## src/rtl/i2c_codec_responder.sv

```systemverilog
// i2c_codec_responder: I2C target emulating a write-only audio codec control
// port (7-bit register address, 9-bit data). Captures writes into a local
// register file, strobes each committed write and exposes the file through a
// combinational read port.
// Optional feature macro: I2C_READ_EN (read-back of the last written register).
module i2c_codec_responder #(
    parameter logic [6:0] DEV_ADDR  = 7'h1A,
    parameter int         NUM_REGS  = 16,
    parameter logic [6:0] RESET_REG = 7'h0F
) (
    input  logic       clk,
    input  logic       reset_n,
    input  logic       scl_in,
    input  logic       sda_in,
    output logic       sda_oe,
    output logic       wr_valid,
    output logic [6:0] wr_addr,
    output logic [8:0] wr_data,
    input  logic [6:0] rd_addr,
    output logic [8:0] rd_data,
    output logic       busy
);

    localparam int IW = (NUM_REGS > 1) ? $clog2(NUM_REGS) : 1;

    typedef enum logic [3:0] {
        ST_IDLE     = 4'd0,
        ST_ADDR     = 4'd1,
        ST_ADDR_ACK = 4'd2,
        ST_BYTE1    = 4'd3,
        ST_ACK1     = 4'd4,
        ST_BYTE2    = 4'd5,
        ST_ACK2     = 4'd6,
        ST_IGNORE   = 4'd7,
        ST_TX       = 4'd8,
        ST_TX_ACK   = 4'd9
    } state_t;

    state_t     r_state;
    logic       r_scl_s1, r_scl_s2, r_scl_d;
    logic       r_sda_s1, r_sda_s2, r_sda_d;
    logic [2:0] r_bit_cnt;
    logic [7:0] r_shift;
    logic [6:0] r_reg_addr;
    logic       r_data8;
    logic       r_ack_drv;
    logic [8:0] r_regs [NUM_REGS];

    logic       w_scl_rise, w_scl_fall, w_start, w_stop;
    logic [7:0] w_byte;
    logic       w_addr_match, w_addr_wr, w_addr_rd, w_commit;

`ifdef I2C_READ_EN
    logic       r_rd;
    logic [6:0] r_ptr;
    logic [7:0] r_tx;
    logic       r_tx_first;
    logic       r_mack;
    logic [8:0] w_tx_reg;
`endif

    // Two-stage synchronizers plus one history stage; reset to the idle-high bus level
    always_ff @(posedge clk or negedge reset_n) begin
        if (!reset_n) begin
            r_scl_s1 <= 1'b1;
            r_scl_s2 <= 1'b1;
            r_scl_d  <= 1'b1;
            r_sda_s1 <= 1'b1;
            r_sda_s2 <= 1'b1;
            r_sda_d  <= 1'b1;
        end else begin
            r_scl_s1 <= scl_in;
            r_scl_s2 <= r_scl_s1;
            r_scl_d  <= r_scl_s2;
            r_sda_s1 <= sda_in;
            r_sda_s2 <= r_sda_s1;
            r_sda_d  <= r_sda_s2;
        end
    end

    // Bus events and byte decode, all taken from synchronized values
    always_comb begin
        w_scl_rise   = r_scl_s2 & ~r_scl_d;
        w_scl_fall   = ~r_scl_s2 & r_scl_d;
        w_start      = r_scl_s2 & r_scl_d & ~r_sda_s2 & r_sda_d;
        w_stop       = r_scl_s2 & r_scl_d & r_sda_s2 & ~r_sda_d;
        w_byte       = {r_shift[6:0], r_sda_s2};
        w_addr_match = (w_byte[7:1] == DEV_ADDR);
        w_addr_wr    = w_addr_match & ~w_byte[0];
`ifdef I2C_READ_EN
        w_addr_rd    = w_addr_match & w_byte[0];
`else
        w_addr_rd    = 1'b0;
`endif
        w_commit     = (r_state == ST_BYTE2) && w_scl_rise && (r_bit_cnt == 3'd7)
                       && !w_start && !w_stop;
    end

`ifdef I2C_READ_EN
    // Register addressed by the last committed write, used as the read-back source
    always_comb begin
        if (int'(r_ptr) < NUM_REGS) begin
            w_tx_reg = r_regs[r_ptr[IW-1:0]];
        end else begin
            w_tx_reg = 9'd0;
        end
    end
`endif

    // Protocol FSM: START/STOP override, bit shifting, ACK drive and write commit
    always_ff @(posedge clk or negedge reset_n) begin
        if (!reset_n) begin
            r_state    <= ST_IDLE;
            r_bit_cnt  <= 3'd0;
            r_shift    <= 8'd0;
            r_reg_addr <= 7'd0;
            r_data8    <= 1'b0;
            r_ack_drv  <= 1'b0;
            sda_oe     <= 1'b0;
            busy       <= 1'b0;
            wr_valid   <= 1'b0;
            wr_addr    <= 7'd0;
            wr_data    <= 9'd0;
`ifdef I2C_READ_EN
            r_rd       <= 1'b0;
            r_ptr      <= 7'd0;
            r_tx       <= 8'd0;
            r_tx_first <= 1'b0;
            r_mack     <= 1'b1;
`endif
        end else begin
            wr_valid <= 1'b0;
            if (w_stop) begin
                r_state   <= ST_IDLE;
                busy      <= 1'b0;
                sda_oe    <= 1'b0;
                r_ack_drv <= 1'b0;
                r_bit_cnt <= 3'd0;
            end else if (w_start) begin
                r_state   <= ST_ADDR;
                busy      <= 1'b1;
                sda_oe    <= 1'b0;
                r_ack_drv <= 1'b0;
                r_bit_cnt <= 3'd0;
            end else begin
                case (r_state)
                    ST_ADDR, ST_BYTE1, ST_BYTE2: begin
                        if (w_scl_rise) begin
                            r_shift   <= w_byte;
                            r_bit_cnt <= r_bit_cnt + 3'd1;
                            if (r_bit_cnt == 3'd7) begin
                                r_bit_cnt <= 3'd0;
                                if (r_state == ST_ADDR) begin
                                    if (w_addr_wr || w_addr_rd) begin
                                        r_state <= ST_ADDR_ACK;
                                    end else begin
                                        r_state <= ST_IGNORE;
                                    end
`ifdef I2C_READ_EN
                                    r_rd <= w_addr_rd;
`endif
                                end else if (r_state == ST_BYTE1) begin
                                    r_reg_addr <= w_byte[7:1];
                                    r_data8    <= w_byte[0];
                                    r_state    <= ST_ACK1;
                                end else begin
                                    r_state  <= ST_ACK2;
                                    wr_valid <= 1'b1;
                                    wr_addr  <= r_reg_addr;
                                    wr_data  <= {r_data8, w_byte};
`ifdef I2C_READ_EN
                                    r_ptr    <= r_reg_addr;
`endif
                                end
                            end
                        end
                    end
                    ST_ADDR_ACK, ST_ACK1, ST_ACK2: begin
                        // First SCL fall ends bit 8 (drive ACK), second ends the ACK clock
                        if (w_scl_fall) begin
                            if (!r_ack_drv) begin
                                sda_oe    <= 1'b1;
                                r_ack_drv <= 1'b1;
                            end else begin
                                sda_oe    <= 1'b0;
                                r_ack_drv <= 1'b0;
                                r_bit_cnt <= 3'd0;
                                if (r_state == ST_ADDR_ACK) begin
                                    r_state <= ST_BYTE1;
`ifdef I2C_READ_EN
                                    if (r_rd) begin
                                        r_state    <= ST_TX;
                                        r_tx       <= {7'd0, w_tx_reg[8]};
                                        sda_oe     <= 1'b1;
                                        r_tx_first <= 1'b1;
                                    end
`endif
                                end else if (r_state == ST_ACK1) begin
                                    r_state <= ST_BYTE2;
                                end else begin
                                    r_state <= ST_IGNORE;
                                end
                            end
                        end
                    end
`ifdef I2C_READ_EN
                    ST_TX: begin
                        // Transmit bits change on SCL falls; release after the 8th bit
                        if (w_scl_fall) begin
                            if (r_bit_cnt == 3'd7) begin
                                sda_oe    <= 1'b0;
                                r_bit_cnt <= 3'd0;
                                r_state   <= ST_TX_ACK;
                            end else begin
                                sda_oe    <= ~r_tx[6];
                                r_tx      <= {r_tx[6:0], 1'b0};
                                r_bit_cnt <= r_bit_cnt + 3'd1;
                            end
                        end
                    end
                    ST_TX_ACK: begin
                        if (w_scl_rise) begin
                            r_mack <= r_sda_s2;
                        end
                        if (w_scl_fall) begin
                            if (!r_mack && r_tx_first) begin
                                r_tx       <= w_tx_reg[7:0];
                                sda_oe     <= ~w_tx_reg[7];
                                r_tx_first <= 1'b0;
                                r_bit_cnt  <= 3'd0;
                                r_state    <= ST_TX;
                            end else begin
                                sda_oe  <= 1'b0;
                                r_state <= ST_IGNORE;
                            end
                        end
                    end
`endif
                    ST_IDLE, ST_IGNORE: begin
                        sda_oe <= 1'b0;
                    end
                    default: begin
                        sda_oe  <= 1'b0;
                        r_state <= ST_IDLE;
                    end
                endcase
            end
        end
    end

    // Register file: clear-all on RESET_REG, in-range writes, out-of-range writes dropped
    always_ff @(posedge clk or negedge reset_n) begin
        if (!reset_n) begin
            for (int i = 0; i < NUM_REGS; i++) begin
                r_regs[i] <= 9'd0;
            end
        end else if (w_commit) begin
            if (r_reg_addr == RESET_REG) begin
                for (int i = 0; i < NUM_REGS; i++) begin
                    r_regs[i] <= 9'd0;
                end
            end else if (int'(r_reg_addr) < NUM_REGS) begin
                r_regs[r_reg_addr[IW-1:0]] <= {r_data8, w_byte};
            end
        end
    end

    // Combinational read port; out-of-range addresses read as zero
    always_comb begin
        if (int'(rd_addr) < NUM_REGS) begin
            rd_data = r_regs[rd_addr[IW-1:0]];
        end else begin
            rd_data = 9'd0;
        end
    end

endmodule
```

## config.mk

```make
export PLATFORM = sky130hd
export DESIGN_NAME = i2c_codec_responder
export DESIGN_NICKNAME = d
export VERILOG_FILES = /design/src/rtl/i2c_codec_responder.sv
export SDC_FILE = /design/constraint.sdc
export NUM_CORES = 1
export LEC_CHECK = 0
export BUFFER_PORTS_ARGS = -buffer_cell sky130_fd_sc_hd__buf_2
export CORE_UTILIZATION = 35
export CTS_CLUSTER_DIAMETER = 150
export DETAILED_ROUTE_END_ITERATION = 7
export PLACE_DENSITY = 0.51
export SLEW_MARGIN = 20
export SYNTH_ARGS = -nofsm -noshare
export SYNTH_HDL_FRONTEND = slang
export SYNTH_SLANG_ARGS = --single-unit
```

## constraint.sdc

```tcl
create_clock -name clk -period 3.95 [get_ports clk]
set_input_delay 1.185 -clock clk [delete_from_list [all_inputs] [get_ports clk]]
set_output_delay 1.185 -clock clk [all_outputs]
set_load 0.03 [all_outputs]
```

==> out/metrics.cfg, run 1 <==
[placed_design]
hpwlAfterDp_mm = 15.3
gp_congestion = 0.787
place.port_buffers = 38

[synth]
syn_nets = 697
netlist_instances = 684
synth_edf_count = 0
synth_top_family_by_area = multiplexers
syn-cell-area_mm2 = 0.00883
synth_cell_types = 53
ys_warn_count = 0
async_reset_ff_share_pct = 100
synth_compound_gate_area_share_pct = 13.8
synth_flop_cell = dfrtp_1
synth_adder_area_share_pct = 0.283
synth_seq_cells = 191
synth_xor_xnor_area_share_pct = 0.595
synthSimpleGateAreaFrac_pct = 13.8
ys_seq_area_share_pct = 54.2
synthMuxAreaShare_pct = 14.4
syn_area_per_cell_um2 = 12.9

[clock_network]
root_buffer = clkbuf_16
clockBufferDepth = 2
cts_tree = built
clock_sinks = 191
post_cts_buffers = 0
cts_resized = 0
ctsHoldBuffers = 0
cts-htree-levels = 4
path_clk_slew_ns = 0.07
clkLatencyLatePin_ns = 0.44
cts_buffers = 17

[sta]
hold_violations = 0
fin_tns_setup_ns = 0
post-route-period-util_pct = 98.0
clock.fmax_ghz = 0.258
rsz0062_at_grt = no
drv_slew = 0
fin_skew_ns = 0.0125
period_minus_slack_ns = 3.87
setup_violations = 0
relSlewSlack_pct = 28.7
max_slew.worst_pin.slew_ns = 1.07

[grt]
antenna_found_initial = 0
grt_max_degree = 98
overflow = 0
first_global_vias = 6154
grt_pass1_wl_mm = 37.6
grtUsageTotal_pct = 19.3

[min_path]
hold_class = reg -> reg

[setup_path]
endpoint_kind = output port
crit_path_max_fanout = 13
critPathKind = in -> out
worst_ep_required_time_ns = 2.76
start_kind = input port
critPathArrivalTime_ns = 2.69

[run]
max-cap-violations = 0

[floorplanning]
io_pins = 39
rows = 57
fp.dieH_um = 161
fp.dieW_um = 161
core_mm2 = 0.0245
start_util_pct = 36.0
die_area_mm2 = 0.0259

[cells_and_area]
synthToLayoutAreaGrowth_pct = 13.5
fill_cells = 2299
fin_nets = 717
drive_gt1_share_pct = 27.8
diodes = 0

[detailed_routing]
firstDrtPassIters = 4
via_per_inst = 5.62
drtAntennaViolNets = 0
vias = 5855
dr.first_iter.drc_count = 541
drc = 0
avgRoutedWirePerCell_um = 22.6
routed_wl_mm = 23.6

[power]
powerDensity_mw_per_mm2 = 425
vdd.ir_drop.worst_mv = 0.251
p_total_w = 0.00426
leakage_nw = 4.67

[status]
outcome = finished, final reports clean

-- worst max-delay path: stages --
cell and delay, ns:
buf_2 0.21, buf_12 0.21, buf_4 0.18, mux4_2 0.51
nand4_1 0.10, nand3_1 0.08, buf_2 0.19
-- report_power, final --
| part | internal (W) | switching, W | leakage, nW | total, W |
|---|---|---|---|---|
| Combinational | 0.000115 | 0.000125 | 1.74 | 0.000241 |
| Clock | 0.000983 | 0.000791 | 0.299 | 0.00177 |
| Sequential | 0.00200 | 0.000247 | 2.63 | 0.00224 |
-- final cells by class --
type	count	area (um^2)	area share [%]
tap	324	405	4.04
clock inverter	13	153	1.52
sequential	191	4790	47.8
inverter	5	18.8	0.187
clock buffer	19	453	4.52
timing repair buffer	58	417	4.16
multi-input combinational	431	3790	37.8
-- sequential cells by signal, summed over array words and instances, names as in the netlist --
signal,count
wr_addr,7
r_scl_s1,1
r_regs,144
r_data8,1
r_sda_s1,1
r_shift,7
r_scl_d,1
r_state,3
wr_data,9
r_sda_s2,1
busy,1
wr_valid,1
r_scl_s2,1
sda_oe,1
r_bit_cnt,3
r_sda_d,1
r_ack_drv,1
r_reg_addr,7
-- logic make-up after synthesis --
group / Yosys count
mux: 78
simple gates: 192
fa+ha+maj: 2
xor+xnor: 6
flops: 191
buf+inv: 62
compound gates: 153
-- per-layer routing --
| metal | up-vias | share of wire [%] | track usage, % |
|---|---|---|---|
| li1 | 2606 | - | - |
| met5 | - | 0 | 0 |
| met4 | 0 | 0.95 | 5.32 |
| met2 | 189 | 48 | 30.4 |
| met3 | 19 | 5.8 | 3.74 |
| met1 | 3041 | 46 | 27.1 |
-- cells in the final DEF, fill, tap and decap left out, drive strengths merged, types with 2 or more instances in the layout --
cell,instances
inv,11
a22o,89
mux2,40
a32o,9
nor2b,21
nand2b,32
or3,3
o311ai,2
ha,2
bufinv,2
mux2i,3
clkbuf,21
o211ai,4
a21oi,6
and3,7
dfstp,6
clkinv,4
nand3,19
xor2,2
o21ai,29
dfrtp,185
and2,3
nor3,13
a22oi,8
nand4,17
nand4b,3
nor2,13
xnor2,4
or2,4
nor4,2
a32oi,2
buf,56
mux4,35
nand2,50
-- synthesized netlist by cell type (all sizes together) (5+ instances only) --
| library cell | count | area share [%] |
|---|---|---|
| nor2b | 21 | 1.5 |
| dfrtp | 185 | 52 |
| o21ai | 29 | 1.6 |
| mux4 | 35 | 8.9 |
| nor3 | 13 | 1.9 |
| inv | 5 | 0.21 |
| a21oi | 6 | 0.34 |
| clkbuf | 31 | 1.3 |
| a32o | 9 | 1.0 |
| nand4 | 17 | 1.7 |
| a22oi | 8 | 0.68 |
| nor2 | 13 | 0.61 |
| a22o | 89 | 8.8 |
| nand2 | 50 | 2.2 |
| mux2 | 40 | 5.1 |
| buf | 26 | 1.4 |
| nand2b | 32 | 2.3 |
| nand3 | 19 | 1.2 |
| dfstp | 6 | 1.8 |
| and3 | 7 | 0.50 |
-- stage by stage --
| stage | cell area, um^2 | util, % | std cells | hold WS, ns | setup slack (ns) |
|---|---|---|---|---|---|
| global placement | 9390 | 38.3 | 1008 | 0.348 | 0.0461 |
| global route | 10000 | 40.9 | 1041 | 0.363 | 0.0159 |
| CTS | 9990 | 40.7 | 1040 | 0.361 | 0.0396 |
| finish | 10000 | 40.9 | 1041 | 0.360 | 0.0774 |
| detailed placement | 9390 | 38.3 | 1008 | 0.349 | 0.0426 |
| floorplan | 8830 | - | 684 | 0.345 | 0.132 |
-- path summary, 6_finish.rpt --
check	to	startpoint	slack (ns)	cells past startpoint
hold reg to reg	r_sda_s2$_DFF_PN1_	r_sda_s1$_DFF_PN1_	0.36	0
setup / recovery	rd_data[1]	rd_addr[0]	0.08	7
hold / removal	r_sda_s2$_DFF_PN1_	r_sda_s1$_DFF_PN1_	0.36	0
max in group asynchronous	r_regs[24]$_DFFE_PN0P_	reset_n	2.26	2
setup reg to reg	r_regs[82]$_DFFE_PN0P_	r_reg_addr[5]$_DFFE_PN0P_	1.16	4
min in group asynchronous	r_regs[130]$_DFFE_PN0P_	reset_n	0.82	1
Note: power is estimated with default switching activity, not from simulation.
==> run 2: changes to the inputs <==
--- a/config.mk
+++ b/config.mk
@@ -6,10 +6,11 @@
 export NUM_CORES = 1
 export LEC_CHECK = 0
 export BUFFER_PORTS_ARGS = -buffer_cell sky130_fd_sc_hd__buf_2
-export CORE_UTILIZATION = 35
+export CORE_MARGIN = 1.5
+export CORE_UTILIZATION = 55
 export CTS_CLUSTER_DIAMETER = 150
 export DETAILED_ROUTE_END_ITERATION = 7
-export PLACE_DENSITY = 0.51
+export PLACE_DENSITY = 0.73
 export SLEW_MARGIN = 20
 export SYNTH_ARGS = -nofsm -noshare
 export SYNTH_HDL_FRONTEND = slang
==> out/metrics.cfg, run 2 (synthesis results as in run 1) <==
[setup_path]
cp_top_family = buffers and inverters  ; unchanged
worst-path-buf-inv = 2  ; was 4
endpoint_kind = output port  ; unchanged
crit_path_max_fanout = 20  ; was 13
critPathKind = in -> out  ; unchanged
worst_path_largest_cell_delay_ns = 0.45  ; was 0.51 ns
critPathArrivalTime_ns = 2.70  ; was 2.69 ns
start_kind = input port  ; unchanged
crit_path_frequent_cell = buf_2  ; unchanged
path_cells = buf_2, mux4_2, a22oi_1, nand3_1, buf_2  ; was buf_2, buf_12, buf_4, mux4_2, nand4_1, nand3_1, buf_2
critical_path.slowest_cell = buf_2  ; was mux4_2
worst_ep_required_time_ns = 2.76  ; about the same

[clock_network]
path_clk_slew_ns = 0.07  ; about the same
ctsHoldBuffers = 0  ; unchanged
root_buffer = clkbuf_16  ; unchanged
clkLatencyLatePin_ns = 0.44  ; about the same
cts_resized = 0  ; unchanged
cts_tree = built  ; unchanged
clockBufferDepth = 2  ; unchanged
clock_sinks = 191  ; unchanged
cts-htree-levels = 4  ; unchanged
cts_buffers = 17  ; unchanged
post_cts_buffers = 0  ; unchanged

[placed_design]
hpwlAfterDp_mm = 13.9  ; was 15.3 mm
place.port_buffers = 38  ; unchanged
dp_slack_ns = 0.0781  ; was 0.0426 ns
gp_congestion = 0.831  ; was 0.787

[cells_and_area]
fin_nets = 716  ; was 717
drive_gt1_share_pct = 27.5  ; was 27.8%
layout_commonest_cell = dfrtp_1  ; unchanged
fill_cells = 1246  ; was 2,299
final_cell_mix = dfrtp_1, a22o_1, nand2_1  ; unchanged
diodes = 0  ; unchanged
largest_reg_flops = 144  ; unchanged
synthToLayoutAreaGrowth_pct = 11.7  ; was 13.5%
reg_top3 = r_regs: 144 flops, wr_data: 9 flops  ; unchanged
top_register = r_regs  ; unchanged

[floorplanning]
die_area_mm2 = 0.0168  ; was 0.0259 mm^2
fp.dieH_um = 130  ; was 161 um
rows = 46  ; was 57
start_util_pct = 56.0  ; was 36.0%
fp.dieW_um = 130  ; was 161 um
io_pins = 39  ; unchanged
core_mm2 = 0.0158  ; was 0.0245 mm^2

[detailed_routing]
wl_met3_mm = 1.35  ; was 1.36 mm
firstDrtPassIters = 5  ; was 4
wl_met1_mm = 9.57  ; was 10.8 mm
routed_wl_mm = 21.4  ; was 23.6 mm
avgRoutedWirePerCell_um = 23.0  ; was 22.6 um
wl_met2_mm = 10.0  ; was 11.2 mm
top_layer_used = met4  ; unchanged
dr.first_iter.drc_count = 577  ; was 541
drtAntennaViolNets = 0  ; unchanged
via_per_inst = 6.44  ; was 5.62
drc = 0  ; unchanged
vias = 6002  ; was 5,855

[sta]
post-route-period-util_pct = 98.4  ; was 98.0%
clock.fmax_ghz = 0.257  ; was 0.258 GHz
max_slew.worst_pin.slew_ns = 1.01  ; was 1.07 ns
hold_violations = 0  ; unchanged
drv_slew = 0  ; unchanged
setup_violations = 0  ; unchanged
fin_tns_setup_ns = 0  ; unchanged
fin_skew_ns = 0.0163  ; was 0.0125 ns
period_minus_slack_ns = 3.89  ; was 3.87 ns
relSlewSlack_pct = 32.4  ; was 28.7%
rsz0062_at_grt = no  ; unchanged
setup_ws_ns = 0.0629  ; was 0.0774 ns

[grt]
grtUsageTotal_pct = 27.1  ; was 19.3%
antenna_found_initial = 0  ; unchanged
overflow = 0  ; unchanged
grt_pass1_wl_mm = 33.9  ; was 37.6 mm
first_global_vias = 5844  ; was 6,154
grt_max_degree = 83  ; was 98

[power]
sw_frac_of_total_pct = 26.6  ; was 27.3%
p_seq_share_pct = 51.9  ; was 52.7%
leakage_nw = 4.65  ; was 4.67 nW
p_int_w = 0.00314  ; was 0.00309 W
net-switching-power_w = 0.00114  ; was 0.00116 W
power.share.combinational_pct = 6.0  ; was 5.7%
powerDensity_mw_per_mm2 = 434  ; was 425 mW/mm^2
power_frac_clock_pct = 42.1  ; was 41.7%
vdd.ir_drop.worst_mv = 0.359  ; was 0.251 mV

[status]
outcome = finished, final reports clean  ; unchanged

[min_path]
hold_class = reg -> reg  ; unchanged

[run]
max-cap-violations = 0  ; unchanged

-- run 2: area by class of cell --
cell class	count	area, um^2	share of cell area [%]
Sequential cell	191	4790	48.6
Multi-Input combinational cell	431	3780	38.4
Clock buffer	18	439	4.46
Timing Repair Buffer	57	377	3.82
Tap cell	216	270	2.74
Clock inverter	14	180	1.83
Inverter	5	18.8	0.190
-- run 2: worst paths after layout --
path | from | endpoint | slack (ns) | cells after the start
min in group asynchronous | reset_n | r_regs[64]$_DFFE_PN0P_ | 0.76 | 1
setup reg to reg | r_reg_addr[3]$_DFFE_PN0P_ | r_regs[38]$_DFFE_PN0P_ | 1.45 | 4
setup / recovery | rd_addr[1] | rd_data[5] | 0.06 | 5
max in group asynchronous | reset_n | r_scl_d$_DFF_PN1_ | 2.21 | 2
hold reg to reg | r_scl_s1$_DFF_PN1_ | r_scl_s2$_DFF_PN1_ | 0.36 | 0
hold / removal | r_scl_s1$_DFF_PN1_ | r_scl_s2$_DFF_PN1_ | 0.36 | 0
-- run 2: metal layers --
| metal | GRT usage (%) | vias to the layer above |
|---|---|---|
| met5 | 0 | - |
| met4 | 8.17 | 0 |
| met3 | 5.12 | 34 |
| met2 | 41.7 | 247 |
| met1 | 39.5 | 3116 |
| li1 | - | 2605 |
-- run 2: power by group through the flow --
stage	clock (W)	combinational (W)	sequential, W
floorplan	0	0.000276	0.00206
global placement	0	0.000249	0.00225
detailed placement	0	0.000259	0.00225
CTS	0.00182	0.000261	0.00221
global route	0.00190	0.000288	0.00223
finish	0.00180	0.000257	0.00222
-- run 2: through the flow --
stage	instance area (um^2)	cells	utilization (%)	hold slack, ns	total power [W]
after CTS	9860	932	62.5	0.361	0.00430
after global routing	9860	932	62.5	0.362	0.00442
after global placement	9240	900	58.6	0.347	0.00250
after detailed placement	9240	900	58.6	0.350	0.00251
final	9860	932	62.5	0.359	0.00428
after floorplan	8830	684	-	0.345	0.00233
